===== config.mk =====
export PLATFORM = sky130hd
export DESIGN_NAME = uart_tx
export DESIGN_NICKNAME = d
export VERILOG_FILES = /design/src/rtl/uart_tx.sv
export SDC_FILE = /design/constraint.sdc
export NUM_CORES = 1
export LEC_CHECK = 0
export CAP_MARGIN = 20
export CORE_MARGIN = 1.5
export CORE_UTILIZATION = 55
export CTS_CLUSTER_DIAMETER = 30
export DETAILED_ROUTE_END_ITERATION = 10
export PLACE_DENSITY = 0.77
export SETUP_SLACK_MARGIN = 0.05
export SKIP_CTS_REPAIR_TIMING = 1
export SKIP_LAST_GASP = 1
export SLEW_MARGIN = 20
export SYNTH_ARGS = -nofsm -noshare
export SYNTH_HDL_FRONTEND = slang
export SYNTH_SLANG_ARGS = --single-unit
export TNS_END_PERCENT = 50

===== constraint.sdc =====
create_clock -name clk_i -period 2.7 [get_ports clk_i]
set_clock_uncertainty 0.1 [all_clocks]
set_input_delay 0.54 -clock clk_i [delete_from_list [all_inputs] [get_ports clk_i]]
set_output_delay 0.54 -clock clk_i [all_outputs]
set_load 0.03 [all_outputs]

===== src/rtl/uart_tx.sv =====
// UART transmitter: 8N1/8N2 framing with a one-entry holding register so
// consecutive bytes go out back-to-back with no idle gap between frames.
module uart_tx #(
  parameter int unsigned CLKS_PER_BIT = 868,
  parameter int unsigned STOP_BITS    = 1
) (
  input  logic       clk_i,
  input  logic       rst_i,
  input  logic       en_i,
  input  logic       data_valid_i,
  output logic       data_ready_o,
  input  logic [7:0] data_i,
  output logic       ser_o,
  output logic       busy_o
);

  localparam logic UART_START_BIT = 1'b0;
  localparam logic UART_STOP_BIT  = 1'b1;
  localparam logic UART_IDLE      = 1'b1;

  localparam int unsigned     BAUD_W    = $clog2(CLKS_PER_BIT);
  localparam logic [BAUD_W-1:0] BAUD_LAST = BAUD_W'(CLKS_PER_BIT - 1);
  localparam logic            STOP_LAST = 1'(STOP_BITS - 1);

  if (STOP_BITS != 1 && STOP_BITS != 2) begin : g_bad_stop_bits
    $error("uart_tx: STOP_BITS must be 1 or 2");
  end
  if (CLKS_PER_BIT < 4) begin : g_bad_clks_per_bit
    $error("uart_tx: CLKS_PER_BIT must be >= 4");
  end

  typedef enum logic [1:0] {
    S_IDLE,
    S_START,
    S_DATA,
    S_STOP
  } state_t;

  state_t              state;
  logic [BAUD_W-1:0]   baud_cnt;
  logic [2:0]          bit_cnt;
  logic                stop_cnt;
  logic [7:0]          shift;
  logic [7:0]          hold_data;
  logic                hold_valid;
  logic                bit_end;

  assign bit_end      = (baud_cnt == BAUD_LAST);
  assign data_ready_o = en_i & ~hold_valid & ~rst_i;
  assign busy_o       = (state != S_IDLE) | hold_valid;

  // The accept and the drain of hold_valid never coincide: draining needs
  // hold_valid=1, which already forces data_ready_o low on that edge.
  always_ff @(posedge clk_i) begin
    if (rst_i) begin
      state      <= S_IDLE;
      ser_o      <= UART_IDLE;
      baud_cnt   <= '0;
      bit_cnt    <= '0;
      stop_cnt   <= '0;
      shift      <= '0;
      hold_data  <= '0;
      hold_valid <= 1'b0;
    end else if (!en_i) begin
      state      <= S_IDLE;
      ser_o      <= UART_IDLE;
      baud_cnt   <= '0;
      bit_cnt    <= '0;
      stop_cnt   <= '0;
      hold_valid <= 1'b0;
    end else begin
      if (data_valid_i && data_ready_o) begin
        hold_data  <= data_i;
        hold_valid <= 1'b1;
      end

      case (state)
        S_IDLE: begin
          ser_o    <= UART_IDLE;
          baud_cnt <= '0;
          if (hold_valid) begin
            shift      <= hold_data;
            hold_valid <= 1'b0;
            state      <= S_START;
            ser_o      <= UART_START_BIT;
          end
        end

        S_START: begin
          if (bit_end) begin
            baud_cnt <= '0;
            bit_cnt  <= '0;
            state    <= S_DATA;
            ser_o    <= shift[0];
          end else begin
            baud_cnt <= baud_cnt + BAUD_W'(1);
          end
        end

        S_DATA: begin
          if (bit_end) begin
            baud_cnt <= '0;
            if (bit_cnt == 3'd7) begin
              stop_cnt <= '0;
              state    <= S_STOP;
              ser_o    <= UART_STOP_BIT;
            end else begin
              shift   <= {1'b0, shift[7:1]};
              bit_cnt <= bit_cnt + 3'd1;
              ser_o   <= shift[1];
            end
          end else begin
            baud_cnt <= baud_cnt + BAUD_W'(1);
          end
        end

        S_STOP: begin
          if (bit_end) begin
            baud_cnt <= '0;
            if (stop_cnt == STOP_LAST) begin
              if (hold_valid) begin
                shift      <= hold_data;
                hold_valid <= 1'b0;
                state      <= S_START;
                ser_o      <= UART_START_BIT;
              end else begin
                state <= S_IDLE;
                ser_o <= UART_IDLE;
              end
            end else begin
              stop_cnt <= stop_cnt + 1'b1;
            end
          end else begin
            baud_cnt <= baud_cnt + BAUD_W'(1);
          end
        end

        default: begin
          state <= S_IDLE;
          ser_o <= UART_IDLE;
        end
      endcase
    end
  end

endmodule


==> results.yml <==
worst_hold_path:
  hold-path-cell-count: 2
  hold_path.class: "flip-flop to flip-flop"
  min_from: "hold_data[3]"
  hold_path_end: "hold_data[3]"
floorplan:
  die_h_um: 58.5
  row_count: 19
  core-area_um2: 2830
  dieWidth_um: 58.5
  initial_utilization_pct: 59.9
  io_pins: 15
  dieArea_um2: 3420
drt:
  dr.pass1.iters: 4
  drc: 0
  wl_per_cell_um: 14.2
  vias: 1359
  drtIter0Drc: 61
  wirelength_mm: 3.30
  viasPerCell: 5.86
  ant_nets: 0
sta:
  worstMarginPinSlew_ns: 0.430
  setup_tns_ns: 0
  setup_viol: 0
  relSlewSlack_pct: 71.2
  fmax_ghz: 0.395
  report.final.slew_viol_count: 0
  min_period_ns: 2.53
  finalCritPeriodShare_pct: 93.9
  setup_slack_ns: 0.165
  hold_viol: 0
  grt_setup_unrepaired: "no"
global_routing:
  grt-ovfl-total: 0
  grt_use_total_pct: 22.2
  antenna_found_initial: 0
  grt_pass1_wl_mm: 5.71
  grt_pass1_vias: 1342
  grt_max_degree: 19
setup_path:
  max_stage_delay_ns: 0.67
  worst_setup_path_end_kind: "output pin"
  crit_path_start_kind: "flip-flop"
  r2r_setup_slack_ns: 0.60
  r2r-end: "shift[2]"
  cp_slowest_cell: "clkdlybuf4s50_1"
  crit_family: "buffers and inverters"
  cp.required_ns: 2.06
  arrival_ns: 1.89
  r2r-start: "state[0]"
  path_buf_inv: 2
  worstPathCellList: "inv_1 > ha_1 > nand2b_1 > clkdlybuf4s50_1"
  reg2reg_depth: 7
  worstSetupPathType: "flip-flop to output pin"
  crit_path_max_fanout: 5
logic_synthesis:
  ys_async_sr_fraction_pct: 0
  ys_warn_count: 0
  avgSynthCellArea_um2: 9.21
  yosys.area.top_type_share_pct: 39.0
  synth_edf_count: 0
  syn-cell-area_um2: 1700
  synthFlopType: "dfxtp_1"
  syn_nets: 205
  synth-seq-cells: 33
  synth_cell_types: 45
  synthTopCellsByArea: "dfxtp_1 (39%), ha_1 (6.6%), nand2_1 (5.3%)"
  seq_area_frac_synth_pct: 39.0
  netlist_instances: 184
  synth_largest_area_cell: "dfxtp_1"
final_layout:
  final_common_cell: "dfxtp_1"
  finish.utilization_pct: 66.9
  drive_gt1_share_pct: 11.4
  multi_input_area_um2: 933
  n_fill_cell: 252
  final_cell_mix: "dfxtp_1 (33), nand2_1 (24), nor2_1 (17)"
  regArea_um2: 661
  num-nets-final: 222
  antennaDiodeCount: 0
  area_growth_pct: 11.7
placement:
  dp_hpwl_mm: 2.39
  gp_congestion: 0.903
  io_buffers: 14
  pre_cts_ws_ns: 0.490
clock_network:
  worstSkewPairLatency_ns: 0.34
  cts.reportedPaths.clkPinSlew_ns: 0.09
  cts_buffer_depth: 2
  clock_sinks: 33
  htreeDepth: 2
  cts_root_buf: "clkbuf_4"
  cts_buffers: 5
  cts_tree: "built"
outcome:
  status: "finished, final reports clean"
pwr:
  peakVddDrop_mv: 0.288
  power.density_nw_per_um2: 440
  leakagePower_nw: 0.615
run:
  max-cap-violations: 0
==> per-layer routing <==
| metal | global-route usage [%] | part of all wire (%) |
|---|---|---|
| met1 | 26.8 | 46 |
| met2 | 36.1 | 48 |
| met3 | 4.62 | 3.7 |
| met4 | 13.3 | 2.3 |
| met5 | 0 | 0 |
==> registers in the layout, summed over array words and instances (netlist names) <==
signal / flops
baud_cnt: 10
bit_cnt: 3
hold_valid: 1
ser_o: 1
hold_data: 8
shift: 8
state: 2
==> logic make-up (layout without fill, tap and decap cells) <==
logic type | Yosys count | in the layout | synth area share [%]
DFF | 33 | 33 | 39.0
adders and majority gates | 9 | 9 | 6.64
AOI/OAI and AO/OA | 43 | 43 | 19.3
xor gates and xnor gates | 8 | 8 | 4.13
buffers and inverters | 16 | 33 | 5.98
muxes | 7 | 7 | 4.13
and+or+nand+nor | 68 | 68 | 20.9
==> cell usage after synthesis (all sizes together) (3+ instances only) <==
cell	number
o21ai	3
nor2b	4
nor3b	3
ha	9
nand2	24
nand2b	3
mux2i	7
nor3	4
a21oi	17
xnor2	6
nand3	3
buf	9
dfxtp	33
inv	6
a311oi	8
nor2	18
==> worst register-to-register path: cells and delay by family (launching register included) <==
family / cells / cell delay, ns
adder cells (fa/ha/maj): 1 / 0.42
buffers and inverters: 2 / 0.40
AND/OR/NAND/NOR: 1 / 0.10
AO/OA/AOI/OAI: 3 / 0.61
flip-flops: 1 / 0.38
==> worst max path at each step <==
stage	from	end	cells after the start
after CTS	state[0]	busy_o	4
after floorplan	rst_i	data_ready_o	4
final	state[0]	busy_o	4
after global placement	rst_i	data_ready_o	5
after detailed placement	en_i	data_ready_o	5
after global routing	state[0]	busy_o	4
==> final cells by class <==
cell class                 instances  share of cell area [%]
clock buffer                       7                    2.91
timing repair buffer              20                    9.65
multi-input combinational        135                    49.3
inverter                           6                    1.19
sequential                        33                    34.9
tap                               31                    2.05
==> through the flow <==
stage	total power [mW]	cell area [um^2]	instances	hold slack, ns
2_1_floorplan	0.535	1700	184	0.330
3_3_place_gp	0.559	1840	225	0.342
3_5_place_dp	0.561	1840	225	0.351
4_1_cts	0.843	1890	232	0.364
5_1_grt	0.868	1890	232	0.394
6_report	0.832	1890	232	0.363
==> power by group <==
group | switching, mW | internal [mW] | total (mW) | leakage [nW]
Clock | 0.159 | 0.123 | 0.282 | 0.0314
Sequential | 0.00332 | 0.492 | 0.495 | 0.266
Combinational | 0.0256 | 0.0292 | 0.0548 | 0.317
Total | 0.188 | 0.644 | 0.832 | 0.615
No activity file was read; power rests on OpenSTA's default activity.
